$ cat config.mk
export PLATFORM = sky130hd
export DESIGN_NAME = avalon_regfile_slave
export DESIGN_NICKNAME = d
export VERILOG_FILES = /design/src/rtl/avalon_regfile_pkg.sv /design/src/rtl/avalon_be_reg.sv /design/src/rtl/avalon_regfile_slave.sv
export SDC_FILE = /design/constraint.sdc
export NUM_CORES = 1
export LEC_CHECK = 0
export CELL_PAD_IN_SITES_DETAIL_PLACEMENT = 1
export CELL_PAD_IN_SITES_GLOBAL_PLACEMENT = 1
export CORE_UTILIZATION = 48
export CTS_CLUSTER_DIAMETER = 50
export DETAILED_ROUTE_END_ITERATION = 8
export DONT_BUFFER_PORTS = 1
export GPL_TIMING_DRIVEN = 1
export PLACE_DENSITY_LB_ADDON = 0.08
export SYNTH_ARGS = -nofsm -noshare
export SYNTH_HDL_FRONTEND = slang
export SYNTH_SLANG_ARGS = --single-unit
$ cat constraint.sdc
create_clock -name iClk -period 1.65 [get_ports iClk]
set_input_delay 0 -clock iClk [delete_from_list [all_inputs] [get_ports iClk]]
set_output_delay 0 -clock iClk [all_outputs]
set_load 0.01 [all_outputs]
$ cat src/rtl/avalon_regfile_pkg.sv
// Shared definitions for the Avalon-MM register file slave:
// default error pattern, index-width helper and FSM state encodings.
package avalon_regfile_pkg;

    localparam logic [31:0] ERR_DATA_DEFAULT = 32'hDEAD_BEEF;

    typedef enum logic {
        ST_IDLE = 1'b0,
        ST_ACK  = 1'b1
    } state_e;

    // Number of bits needed to index 'value' entries (value >= 2).
    function automatic int clog2(input int value);
        int result;
        int v;
        result = 0;
        v      = value - 1;
        while (v > 0) begin
            result = result + 1;
            v      = v >> 1;
        end
        return result;
    endfunction

endpackage

$ cat src/rtl/avalon_be_reg.sv
// Single register with per-byte-lane write enables; lanes whose byteenable
// bit is low keep their previous contents.
module avalon_be_reg #(
    parameter int WIDTH = 32
) (
    input  logic               iClk,
    input  logic               nReset,
    input  logic               enable,
    input  logic [WIDTH/8-1:0] byteenable,
    input  logic [WIDTH-1:0]   data,
    output logic [WIDTH-1:0]   q
);

    logic [WIDTH-1:0] q_d;
    logic [WIDTH-1:0] q_q;

    always_comb begin
        // NOTE: default assignment first so every path drives q_d (no latch).
        q_d = q_q;
        if (enable) begin
            for (int i = 0; i < WIDTH / 8; i++) begin
                if (byteenable[i]) begin
                    q_d[i*8 +: 8] = data[i*8 +: 8];
                end
            end
        end
    end

    always_ff @(posedge iClk) begin
        // NOTE: reset is sampled on the clock edge (synchronous), and state uses <=.
        if (!nReset) begin
            q_q <= '0;
        end else begin
            q_q <= q_d;
        end
    end

    assign q = q_q;

endmodule

$ cat src/rtl/avalon_regfile_slave.sv
// Avalon-MM slave exposing NUM_REGS-1 byte-writable registers plus one
// read-only status word; every access takes exactly two clock cycles.
module avalon_regfile_slave
    import avalon_regfile_pkg::*;
#(
    parameter logic [31:0]           BASEADDRESS = 32'h0000_0000,
    parameter int                    ADDR_WIDTH  = 11,
    parameter int                    DATA_WIDTH  = 32,
    parameter int                    NUM_REGS    = 8,
    parameter logic [DATA_WIDTH-1:0] ERR_DATA    = DATA_WIDTH'(ERR_DATA_DEFAULT)
) (
    input  logic                             iClk,
    input  logic                             nReset,
    input  logic [ADDR_WIDTH-1:0]            avs_pcp_address,
    input  logic [DATA_WIDTH/8-1:0]          avs_pcp_byteenable,
    input  logic                             avs_pcp_read,
    output logic [DATA_WIDTH-1:0]            avs_pcp_readdata,
    input  logic                             avs_pcp_write,
    input  logic [DATA_WIDTH-1:0]            avs_pcp_writedata,
    output logic                             avs_pcp_waitrequest,
    input  logic [DATA_WIDTH-1:0]            iStatus,
    output logic [(NUM_REGS-1)*DATA_WIDTH-1:0] oRegs,
    output logic [NUM_REGS-2:0]              oWrPulse
);

    localparam int               IDX_W      = clog2(NUM_REGS);
    localparam int               NUM_RW     = NUM_REGS - 1;
    localparam logic [IDX_W-1:0] STATUS_IDX = IDX_W'(NUM_REGS - 1);
    localparam logic [IDX_W:0]   NUM_REGS_V = (IDX_W + 1)'(NUM_REGS);

    state_e                  state_q;
    state_e                  state_d;
    logic [DATA_WIDTH-1:0]   readdata_q;
    logic [DATA_WIDTH-1:0]   readdata_d;
    logic [NUM_RW-1:0]       wr_pulse_q;
    logic [NUM_RW-1:0]       wr_pulse_d;
    logic [NUM_RW-1:0]       reg_en;
    logic [DATA_WIDTH-1:0]   reg_q [NUM_RW];
    logic [DATA_WIDTH-1:0]   rd_value;

    logic                    req;
    logic [ADDR_WIDTH-3:0]   word_addr;
    logic [IDX_W-1:0]        idx;
    logic                    mapped;
    logic                    rw_hit;
    logic                    unused_bits;

    assign req       = avs_pcp_read | avs_pcp_write;
    assign word_addr = avs_pcp_address[ADDR_WIDTH-1:2];
    assign idx       = avs_pcp_address[IDX_W+1:2];

    // A word address is mapped only if it fits the index and stays below NUM_REGS;
    // higher words would otherwise alias onto low registers.
    assign mapped = ((word_addr >> IDX_W) == '0) && ({1'b0, idx} < NUM_REGS_V);
    assign rw_hit = mapped && (idx != STATUS_IDX);

    // Byte offset bits and the base address play no part in decode.
    assign unused_bits = &{1'b0, avs_pcp_address[1:0], BASEADDRESS[0]};

    always_comb begin
        rd_value = iStatus;
        for (int k = 0; k < NUM_RW; k++) begin
            if (idx == IDX_W'(k)) begin
                rd_value = reg_q[k];
            end
        end
    end

    always_comb begin
        state_d    = state_q;
        readdata_d = '0;
        wr_pulse_d = '0;
        reg_en     = '0;
        case (state_q)
            ST_IDLE: begin
                if (req) begin
                    state_d = ST_ACK;
                    // A simultaneous read and write is served as a write only.
                    if (avs_pcp_write) begin
                        if (rw_hit) begin
                            for (int k = 0; k < NUM_RW; k++) begin
                                if (idx == IDX_W'(k)) begin
                                    reg_en[k]     = 1'b1;
                                    wr_pulse_d[k] = 1'b1;
                                end
                            end
                        end
                    end else begin
                        readdata_d = mapped ? rd_value : ERR_DATA;
                    end
                end
            end
            ST_ACK: begin
                state_d = ST_IDLE;
            end
            default: begin
                state_d = ST_IDLE;
            end
        endcase
    end

    always_ff @(posedge iClk) begin
        if (!nReset) begin
            state_q    <= ST_IDLE;
            readdata_q <= '0;
            wr_pulse_q <= '0;
        end else begin
            state_q    <= state_d;
            readdata_q <= readdata_d;
            wr_pulse_q <= wr_pulse_d;
        end
    end

    for (genvar k = 0; k < NUM_RW; k++) begin : g_reg
        avalon_be_reg #(
            .WIDTH(DATA_WIDTH)
        ) u_reg (
            .iClk      (iClk),
            .nReset    (nReset),
            .enable    (reg_en[k]),
            .byteenable(avs_pcp_byteenable),
            .data      (avs_pcp_writedata),
            .q         (reg_q[k])
        );
        assign oRegs[k*DATA_WIDTH +: DATA_WIDTH] = reg_q[k];
    end

    // Stall is held during reset so a pending request is never seen as accepted.
    assign avs_pcp_waitrequest = req & ((state_q != ST_ACK) | ~nReset);
    assign avs_pcp_readdata    = readdata_q;
    assign oWrPulse            = wr_pulse_q;

endmodule

# After elaboration in Yosys (flattened, before gate mapping)
# Cells that the tools add are included.
[word_totals] latchBits=0 input_bits=83 rom_bits=0 memories=0 wordCells=100 mem_bits_rw=0 reg_bits=264
[op_classes] n_reduce_logical=33 eq_ne=7 bitwise_logic=7 n_lt_le_gt_ge=0 n_div=0 addsub=0 muxes=21 shifts=0 n_mul=0
[op_table] operator="$mux 32" n=8
[op_table] operator="$reduce_and 2->1" n=28
[op_table] operator="$mux 7" n=4
[op_table] operator="$eq 3x3->1 const B" n=3
[op_table] operator="$logic_not 9->1" n=1
[op_table] operator="$mux 1" n=8
[op_table] operator="$eq 3x2->1 const B" n=2
[op_table] operator="$reduce_or 5->1" n=1
[op_table] operator="$not 1->1" n=4
[op_table] operator="$reduce_or 4->1" n=1
[op_table] operator="$eq 3x1->1 const B" n=1
[op_table] operator="$logic_not 3->1" n=1
[op_table] operator="$ne 3x3->1 const B" n=1
[op_table] operator="$or 1x1->1" n=2
[op_table] operator="$pmux 1 s2" n=1
[op_table] operator="$and 1x1->1" n=1
[op_table] operator="$logic_and 1x1->1" n=1

# Longest topological paths before layout
# Gate-level depths: netlist of run 1.
[depth] depth_word=9 depth_mapped=7

# By module
# From an unflattened synthesis of run 1, not the netlist that was laid out.
[hier_totals] hier_cells=1563 area_unflattened_um2=13788.2
[modules_own_cells] mod="avalon_be_reg" n_inst=7 seq_area_each_um2=640.6 cells_per_inst=151 area_per_inst_um2=1426.4
[modules_own_cells] mod="avalon_regfile_slave" n_inst=1 seq_area_each_um2=800.8 cells_per_inst=506 area_per_inst_um2=3803.6

# Worst setup path before layout of run 1
# OpenSTA, ideal clock, no wires.
[synth_path] path_kind="reg-to-reg" start="register state_q" end="register g_reg[1].u_reg.q_q[0]" required_ns=1.526 path_stages_with_launch=6 arrival_ns=1.344 slack_ns=0.182 cell_sequence="dfxtp_1 -> nor2b_1 -> and3_1 -> buf_4 -> nand4_4 -> mux2i_1"
[synth_between] elab_chain_len=2
[synth_rtl] element="start, declared" line="avalon_regfile_slave.sv:31" text="state_e state_q;"
[synth_rtl] element="start signal, assigned" line="avalon_regfile_slave.sv:108" text="state_q <= state_d;"
[synth_rtl] element="$mux 7" line="avalon_regfile_slave.sv:74" text="case (state_q)"
[synth_rtl] element="$reduce_and 2->1 (no line)"
[synth_rtl] element="end signal, assigned" line="avalon_be_reg.sv:34" text="q_q <= q_d;"
[synth_rtl] element="end, declared" line="avalon_be_reg.sv:15" text="logic [WIDTH-1:0] q_q;"
# Every way passes these cells.
# A chain may end at the register's enable or synchronous reset.

# Final worst setup path of run 1
[layout_path] start="register state_q" end="register g_reg[0].u_reg.q_q[11]"
[layout_between] elab_chain_len=2
[layout_rtl] element="$mux 7" line="avalon_regfile_slave.sv:74"
[layout_rtl] element="$reduce_and 2->1 (no line)"
[layout_rtl] element="end signal, assigned" line="avalon_be_reg.sv:34"
[layout_rtl] element="end, declared" line="avalon_be_reg.sv:15"
# Every way passes these cells.

==> flow_metrics.py, run 1 <==
metrics = {
    "min_path": {
        "hold_path_class": "in2reg",
        "holdPathStages": 4,
        "hold_path_startpoint": "avs_pcp_address[3]",
        "hold-path-endpoint": "avs_pcp_readdata[3]",
    },
    "status": {
        "violations": "negative hold slack, negative setup slack",
        "outcome": "complete, but fails checks",
    },
    "worst_setup_path": {
        "worstReg2RegStart": "state_q",
        "crit_path_end_kind": "register",
        "r2r_cells": 6,
        "worstPathArrival_ns": 2.12,
        "cp-start-kind": "register",
        "path_max_fanout": 8,
        "required_ns": 2.07,
        "worst-setup-path-type": "reg2reg",
        "r2r_end": "g_reg[0].u_reg.q[11]",
        "reg2reg_setup_slack_ns": -0.06,
    },
    "placed_design": {
        "place.gp.congestion": 0.803,
        "preCtsSetupSlack_ns": 0.104,
        "dp_hpwl_um": 25700,
        "io_buffers": 0,
    },
    "sta": {
        "final_max_slew_viol_count": 0,
        "worstMarginPinSlew_ns": 0.732,
        "max_freq_mhz": 586,
        "whs_ns": -0.104,
        "fin_skew_ns": 0.0308,
        "relSlewSlack": 0.511,
        "hold_violations": 1,
        "fin_ws_ns": -0.0569,
        "post-route-period-util": 1.03,
        "setup_viol": 8,
        "rsz0062_at_grt": "yes",
        "fin_crit_ns": 1.71,
    },
    "synthesis": {
        "yosys_warnings": 0,
        "yosysTopAreaCellShare": 0.436,
        "synth_edf_count": 0,
        "async_flop_share": 0,
        "postSynthCellCount": 1237,
        "netlist_top_cells_area": "dfxtp_1 (44%), mux2i_1 (23%), nand2_1 (8.7%), nand4_4 (4.7%), o211ai_1 (4.0%)",
        "synthTopCellsByCount": "mux2i_1 (284), nand2_1 (281), dfxtp_1 (264), o211ai_1 (64), clkbuf_1 (55)",
        "netlist_area_mm2": 0.0121,
        "ys_seq_elements": 264,
        "ys_seq_area_frac": 0.436,
        "yosys_most_used_dff": "dfxtp_1",
        "synth.largest_area_cell": "dfxtp_1",
        "synth.net_count": 1320,
        "yosysMostFrequentCell": "mux2i_1",
        "postSynthAreaPerCell_um2": 9.80,
        "synth.distinct_cells": 50,
    },
    "power": {
        "p_clk_frac": 0.511,
        "power_density_mw_per_mm2": 916,
        "ir_drop_v": 0.000712,
        "power.internal_mw": 11.6,
        "power_mw": 15.3,
        "p_leak_nw": 7.03,
        "power_frac_seq": 0.419,
        "power.switching_mw": 3.70,
        "p_comb_frac": 0.070,
        "swShare": 0.242,
    },
    "floorplanning": {
        "core_area_mm2": 0.0245,
        "dieArea_mm2": 0.0259,
        "die_y_um": 161,
        "initial_utilization": 0.494,
        "ios": 347,
        "fp.dieW_um": 161,
        "row_count": 57,
    },
    "clocking": {
        "insertion_delay_ns": 0.52,
        "cts-root-buf": "clkbuf_16",
        "cts_tree": "done",
        "numCtsBuffers": 34,
        "clkTransAtPathRegs_ns": 0.06,
        "clock_path_buffers": 3,
        "cts_sinks": 264,
        "htreeDepth": 2,
    },
    "flow_run": {
        "maxCapViolCount": 0,
    },
    "route": {
        "ant_nets": 0,
        "first_pass_iters": 8,
        "drt_iter0_drc": 890,
        "drcViolationCount": 0,
        "wl_per_cell_um": 30.0,
        "vias": 11800,
        "wirelength_um": 55900,
        "vias_per_cell": 6.36,
    },
    "layout": {
        "nNetsFinal": 1595,
        "seqCellArea_mm2": 0.00534,
        "drive_gt1_frac": 0.126,
        "final_util": 0.682,
        "multiInputGateArea_mm2": 0.00642,
        "area_growth_pct": 37.9,
        "n_fill_cell": 2534,
    },
    "global_routing": {
        "grt_usage": 0.417,
        "grt_pass1_vias": 13100,
        "grt_max_degree": 176,
        "grt_antenna_before_repair": 3,
        "grt_overflow": 0,
        "grt_first_pass_wirelength_um": 81600,
    },
}
-- kinds of logic after synthesis --
kind of cell	share of synthesized area
AND/OR/NAND/NOR	0.185
multiplexers	0.237
flip-flops	0.436
AO/OA/AOI/OAI	0.101
buffers and inverters	0.0402
-- metrics by stage --
stage / std cells / setup TNS (ns) / instance area (um^2) / hold WS (ns)
6_report: 1863 / -0.185 / 16700 / -0.104
5_1_grt: 1863 / -0.797 / 16700 / -0.00720
4_1_cts: 1851 / 0 / 16500 / 0.000499
3_5_place_dp: 1494 / 0 / 12300 / 0.115
3_3_place_gp: 1494 / 0 / 12300 / 0.121
2_1_floorplan: 1237 / 0 / 12100 / 0.181
-- placed cells by master, fill, tap and decap left out, drive strengths merged, types with 2 or more instances in the layout --
| cell type | count |
|---|---|
| dfxtp | 264 |
| nor2b | 8 |
| o22ai | 6 |
| and3 | 3 |
| clkbuf | 47 |
| nand4 | 27 |
| a21oi | 26 |
| o211ai | 64 |
| a211oi | 2 |
| or2 | 2 |
| a221oi | 5 |
| mux2i | 284 |
| o21ai | 27 |
| clkinv | 8 |
| diode | 3 |
| a22oi | 5 |
| a2bb2oi | 6 |
| nand3 | 45 |
| nor2 | 34 |
| and2 | 3 |
| o2bb2ai | 5 |
| buf | 44 |
| o22a | 5 |
| inv | 3 |
| nand2 | 281 |
| dlygate4sd3 | 288 |
| nor3 | 8 |
| bufinv | 3 |
| a311oi | 19 |
-- layout make-up --
cell class | instances | share of cell area
clock inverters | 13 | 0.00905
clock buffers | 47 | 0.0612
multi-input cells | 879 | 0.384
repair buffers | 332 | 0.201
flip-flops and latches | 264 | 0.319
inverters | 1 | 0.000224
diodes | 3 | 0.000449
well taps | 324 | 0.0242
-- flip-flops by register name, summed over array words and instances, names as in the netlist --
register	flops
g.u_reg.q	224
oWrPulse	7
avs_pcp_readdata	32
state_q	1
-- what timing repair did --
| action | in CTS | in global routing |
|---|---|---|
| gates resized for setup | 0 | 59 |
| hold endpoints to repair | 264 | 1 |
| hold buffers | 297 | 1 |
| setup endpoints to repair | 0 | 33 |
| buffers inserted | 0 | 14 |
-- metal layers --
| metal | wire length, um | GRT usage |
|---|---|---|
| met5 | 0 | 0 |
| met3 | 5370 | 0.129 |
| met2 | 27200 | 0.705 |
| met4 | 3400 | 0.269 |
| met1 | 19900 | 0.452 |
-- critical path, cell delays in order (launching register included) --
cell and delay [ns]:
dfxtp_1 0.35, nor2b_4 0.16, and3_1 0.19, buf_4 0.20
nand4_4 0.26, buf_4 0.26, mux2i_1 0.18
-- power by group through the flow --
stage | clock network [mW] | logic [mW] | registers [mW]
final | 7.83 | 1.07 | 6.42
after CTS | 7.74 | 1.00 | 6.43
after global placement | 0 | 0.555 | 6.57
after detailed placement | 0 | 0.562 | 6.57
after floorplan | 0 | 0.638 | 6.56
after global routing | 8.13 | 1.11 | 6.42
-- how the worst max path moves through the flow --
stage                                     from                   end  slack, ns
after floorplan                        state_q   g_reg[1].u_reg.q[0]       0.18
after global placement      avs_pcp_address[6]  g_reg[3].u_reg.q[27]       0.12
after detailed placement    avs_pcp_address[6]  g_reg[3].u_reg.q[25]       0.10
after CTS                 g_reg[5].u_reg.q[25]  avs_pcp_readdata[25]       0.03
after global routing                   state_q  g_reg[0].u_reg.q[11]      -0.11
final                                  state_q  g_reg[0].u_reg.q[11]      -0.06
Note: power is estimated with default switching activity, not from simulation.
==> inputs of run 2 (changes only) <==
CAP_MARGIN = 20   (was unset)
PLACE_DENSITY_LB_ADDON = 0.1   (was 0.08)
SYNTH_HIERARCHICAL = 1   (was unset)
==> flow_metrics.py, run 2 <==
metrics = {
    "placed_design": {
        "dp_hpwl_um": 38000,
        "place_area_mm2": 0.0141,
        "io_buffers": 0,
        "place.gp.congestion": 0.946,
    },
    "synthesis": {
        "ys_seq_area_frac": 0.383,
        "synth.distinct_cells": 53,
        "postSynthAreaPerCell_um2": 8.82,
        "synth.largest_area_cell": "dfxtp_1",
        "netlist_top_cells_area": "dfxtp_1 (38%), o21ai_2 (14%), nand4_1 (10%), nand2_1 (6.5%), buf_6 (4.7%)",
        "postSynthCellCount": 1563,
        "async_flop_share": 0,
        "yosysTopAreaCellShare": 0.383,
        "synthTopCellsByCount": "dfxtp_1 (264), nand2_1 (239), nand4_1 (224), o21ai_2 (224), buf_2 (89)",
        "ys_seq_elements": 264,
        "synth.net_count": 1646,
        "netlist_area_mm2": 0.0138,
        "synth_edf_count": 0,
        "yosysMostFrequentCell": "dfxtp_1",
        "yosys_warnings": 6,
        "yosys_most_used_dff": "dfxtp_1",
    },
    "worst_setup_path": {
        "crit_path_end_kind": "register",
        "path_max_fanout": 3,
        "worstPathArrival_ns": 2.14,
        "reg2reg_setup_slack_ns": -0.13,
        "cp-start-kind": "register",
        "startpoint": "g_reg[0].u_reg/q[6]",
        "worstReg2RegStart": "g_reg[0].u_reg/q[6]",
        "crit_path_top_delay_cell": "a2111oi_0",
        "cp-endpoint": "avs_pcp_readdata[6]",
        "r2r_end": "avs_pcp_readdata[6]",
        "required_ns": 2.01,
        "r2r_cells": 4,
        "worst-setup-path-type": "reg2reg",
        "slowest_delay_ns": 0.75,
        "critical_path.cell_chain": "nor3b_1 -> a2111oi_0 -> or3_1 -> a221oi_1",
    },
    "global_routing": {
        "grt_first_pass_wirelength_um": 99400,
        "grt_overflow": 0,
        "grt_usage": 0.452,
        "grt_max_degree": 454,
        "grt_antenna_before_repair": 9,
        "grt_pass1_vias": 15300,
    },
    "layout": {
        "mostFrequentLayoutCell": "dlygate4sd3_1",
        "area_growth_pct": 34.8,
        "final_area_mm2": 0.0186,
        "largest_reg_flops": 224,
        "final_util": 0.664,
        "mostFrequentLayoutCells": "dlygate4sd3_1 (285), dfxtp_1 (262), nand2_1 (238)",
        "drive_gt1_frac": 0.278,
        "nNetsFinal": 1925,
    },
    "route": {
        "drt_iter0_drc": 1884,
        "wl_per_cell_um": 30.9,
        "wirelength_um": 69500,
        "drcViolationCount": 0,
        "vias_per_cell": 6.79,
        "ant_nets": 0,
        "first_pass_iters": 6,
        "vias": 15300,
    },
    "floorplanning": {
        "fp.dieW_um": 171,
        "die_y_um": 171,
        "row_count": 61,
        "initial_utilization": 0.492,
        "dieArea_mm2": 0.0294,
        "core_area_mm2": 0.0280,
        "ios": 347,
    },
    "clocking": {
        "clkTransAtPathRegs_ns": 0.06,
        "cts_tree": "done",
        "insertion_delay_ns": 0.51,
        "cts-root-buf": "clkbuf_16",
        "htreeDepth": 2,
        "cts_sinks": 264,
        "numCtsBuffers": 37,
        "clock_path_buffers": 3,
        "hold_buffers": 292,
    },
    "sta": {
        "rsz0062_at_grt": "yes",
        "max_freq_mhz": 561,
        "fin_crit_ns": 1.78,
        "setup_viol": 2,
        "whs_ns": -0.274,
        "relSlewSlack": 0.315,
        "worstMarginPinSlew_ns": 1.03,
        "totalNegativeSetupSlack_ns": -0.145,
        "hold_violations": 203,
        "fin_ws_ns": -0.131,
        "fin_skew_ns": 0.0162,
        "final_max_slew_viol_count": 0,
        "post-route-period-util": 1.08,
    },
    "power": {
        "power_density_mw_per_mm2": 835,
        "ir_drop_v": 0.000801,
        "p_leak_nw": 6.34,
    },
    "status": {
        "outcome": "complete, but fails checks",
        "violations": "negative hold slack, negative setup slack",
    },
    "min_path": {
        "hold_path_class": "in2reg",
    },
    "flow_run": {
        "maxCapViolCount": 0,
    },
}
[run 2: changes by cell type in the layout (fill, tap and decap cells not counted), moves of 23 or more]
| cell | change |
|---|---|
| and2_4 | +28 |
| buf_4 | +93 |
| dfxtp_1 | +37 |
| dfxtp_2 | -35 |
| mux2_2 | +23 |
| mux2i_1 | -273 |
| nand2_1 | -43 |
| nand3_1 | -44 |
| nand4_1 | +224 |
| nand4_4 | -27 |
| o211ai_1 | -64 |
| o21ai_2 | +223 |
| o22ai_1 | +30 |
[run 2: where the power goes]
group	switching [mW]	internal [mW]	leakage, nW	total [mW]
clock	3.14	4.85	0.579	7.99
combinational	0.728	0.378	3.64	1.11
sequential	0.0265	6.40	2.13	6.43
total	3.89	11.6	6.34	15.5
[run 2: worst max-delay path: cells and delay by family (launching register included)]
| kind | cells | cell delay (ns) |
|---|---|---|
| AOI/OAI and AO/OA | 2 | 0.87 |
| and+or+nand+nor | 2 | 0.45 |
| DFF | 1 | 0.32 |
[run 2: metrics by stage]
step / worst slack, ns / total power [mW] / cells / hold WS, ns
after floorplan: -0.233 / 7.26 / 1563 / 0.0815
after CTS: 0.00249 / 15.3 / 2238 / -0.302
final: -0.131 / 15.5 / 2250 / -0.274
after detailed placement: -0.289 / 7.08 / 1884 / 0.110
after global placement: -0.285 / 7.08 / 1884 / 0.108
after global routing: -0.166 / 15.8 / 2245 / -0.320
[run 2: layer usage]
layer,share of wire,global-route usage,up-vias
li1,-,-,6360
met1,0.38,0.569,7527
met3,0.13,0.153,280
met4,0.055,0.223,6
met5,0.00059,0,-
met2,0.44,0.687,1094
[run 2: repair_timing]
action	CTS	global route
endpoints found under the setup margin	111	157
pin swaps	0	4
resized for setup	3	26
hold endpoints to repair	264	229
setup buffers	0	4
gates cloned	0	2
[run 2: how the worst min path moves through the flow]
stage	start	to	slack, ns	depth (start not counted)
after global routing	nReset	g_reg[2].u_reg/q[8]	-0.32	2
after CTS	nReset	g_reg[0].u_reg/q[0]	-0.30	2
final	nReset	g_reg[2].u_reg/q[11]	-0.27	2
after detailed placement	avs_pcp_address[3]	oWrPulse[0]	0.11	1
after global placement	avs_pcp_address[3]	oWrPulse[0]	0.11	1
after floorplan	nReset	avs_pcp_waitrequest	0.08	1
[run 2: logic make-up (layout without fill, tap and decap cells)]
group	Yosys count	in the layout	synth area share
AO/OA/AOI/OAI	418	418	0.245
buffers and inverters	200	502	0.0974
flip-flops	264	264	0.383
multiplexers	29	29	0.0240
other	0	7	0
AND/OR/NAND/NOR	652	652	0.250
[run 2: area by class of cell]
class	count	area, um^2
tap	378	473
timing repair buffer	433	4240
antenna	7	17.5
sequential	264	5290
multi-input combinational	1099	7360
fill	3133	9420
clock inverter	15	168
inverter	7	26.3
clock buffer	47	1020
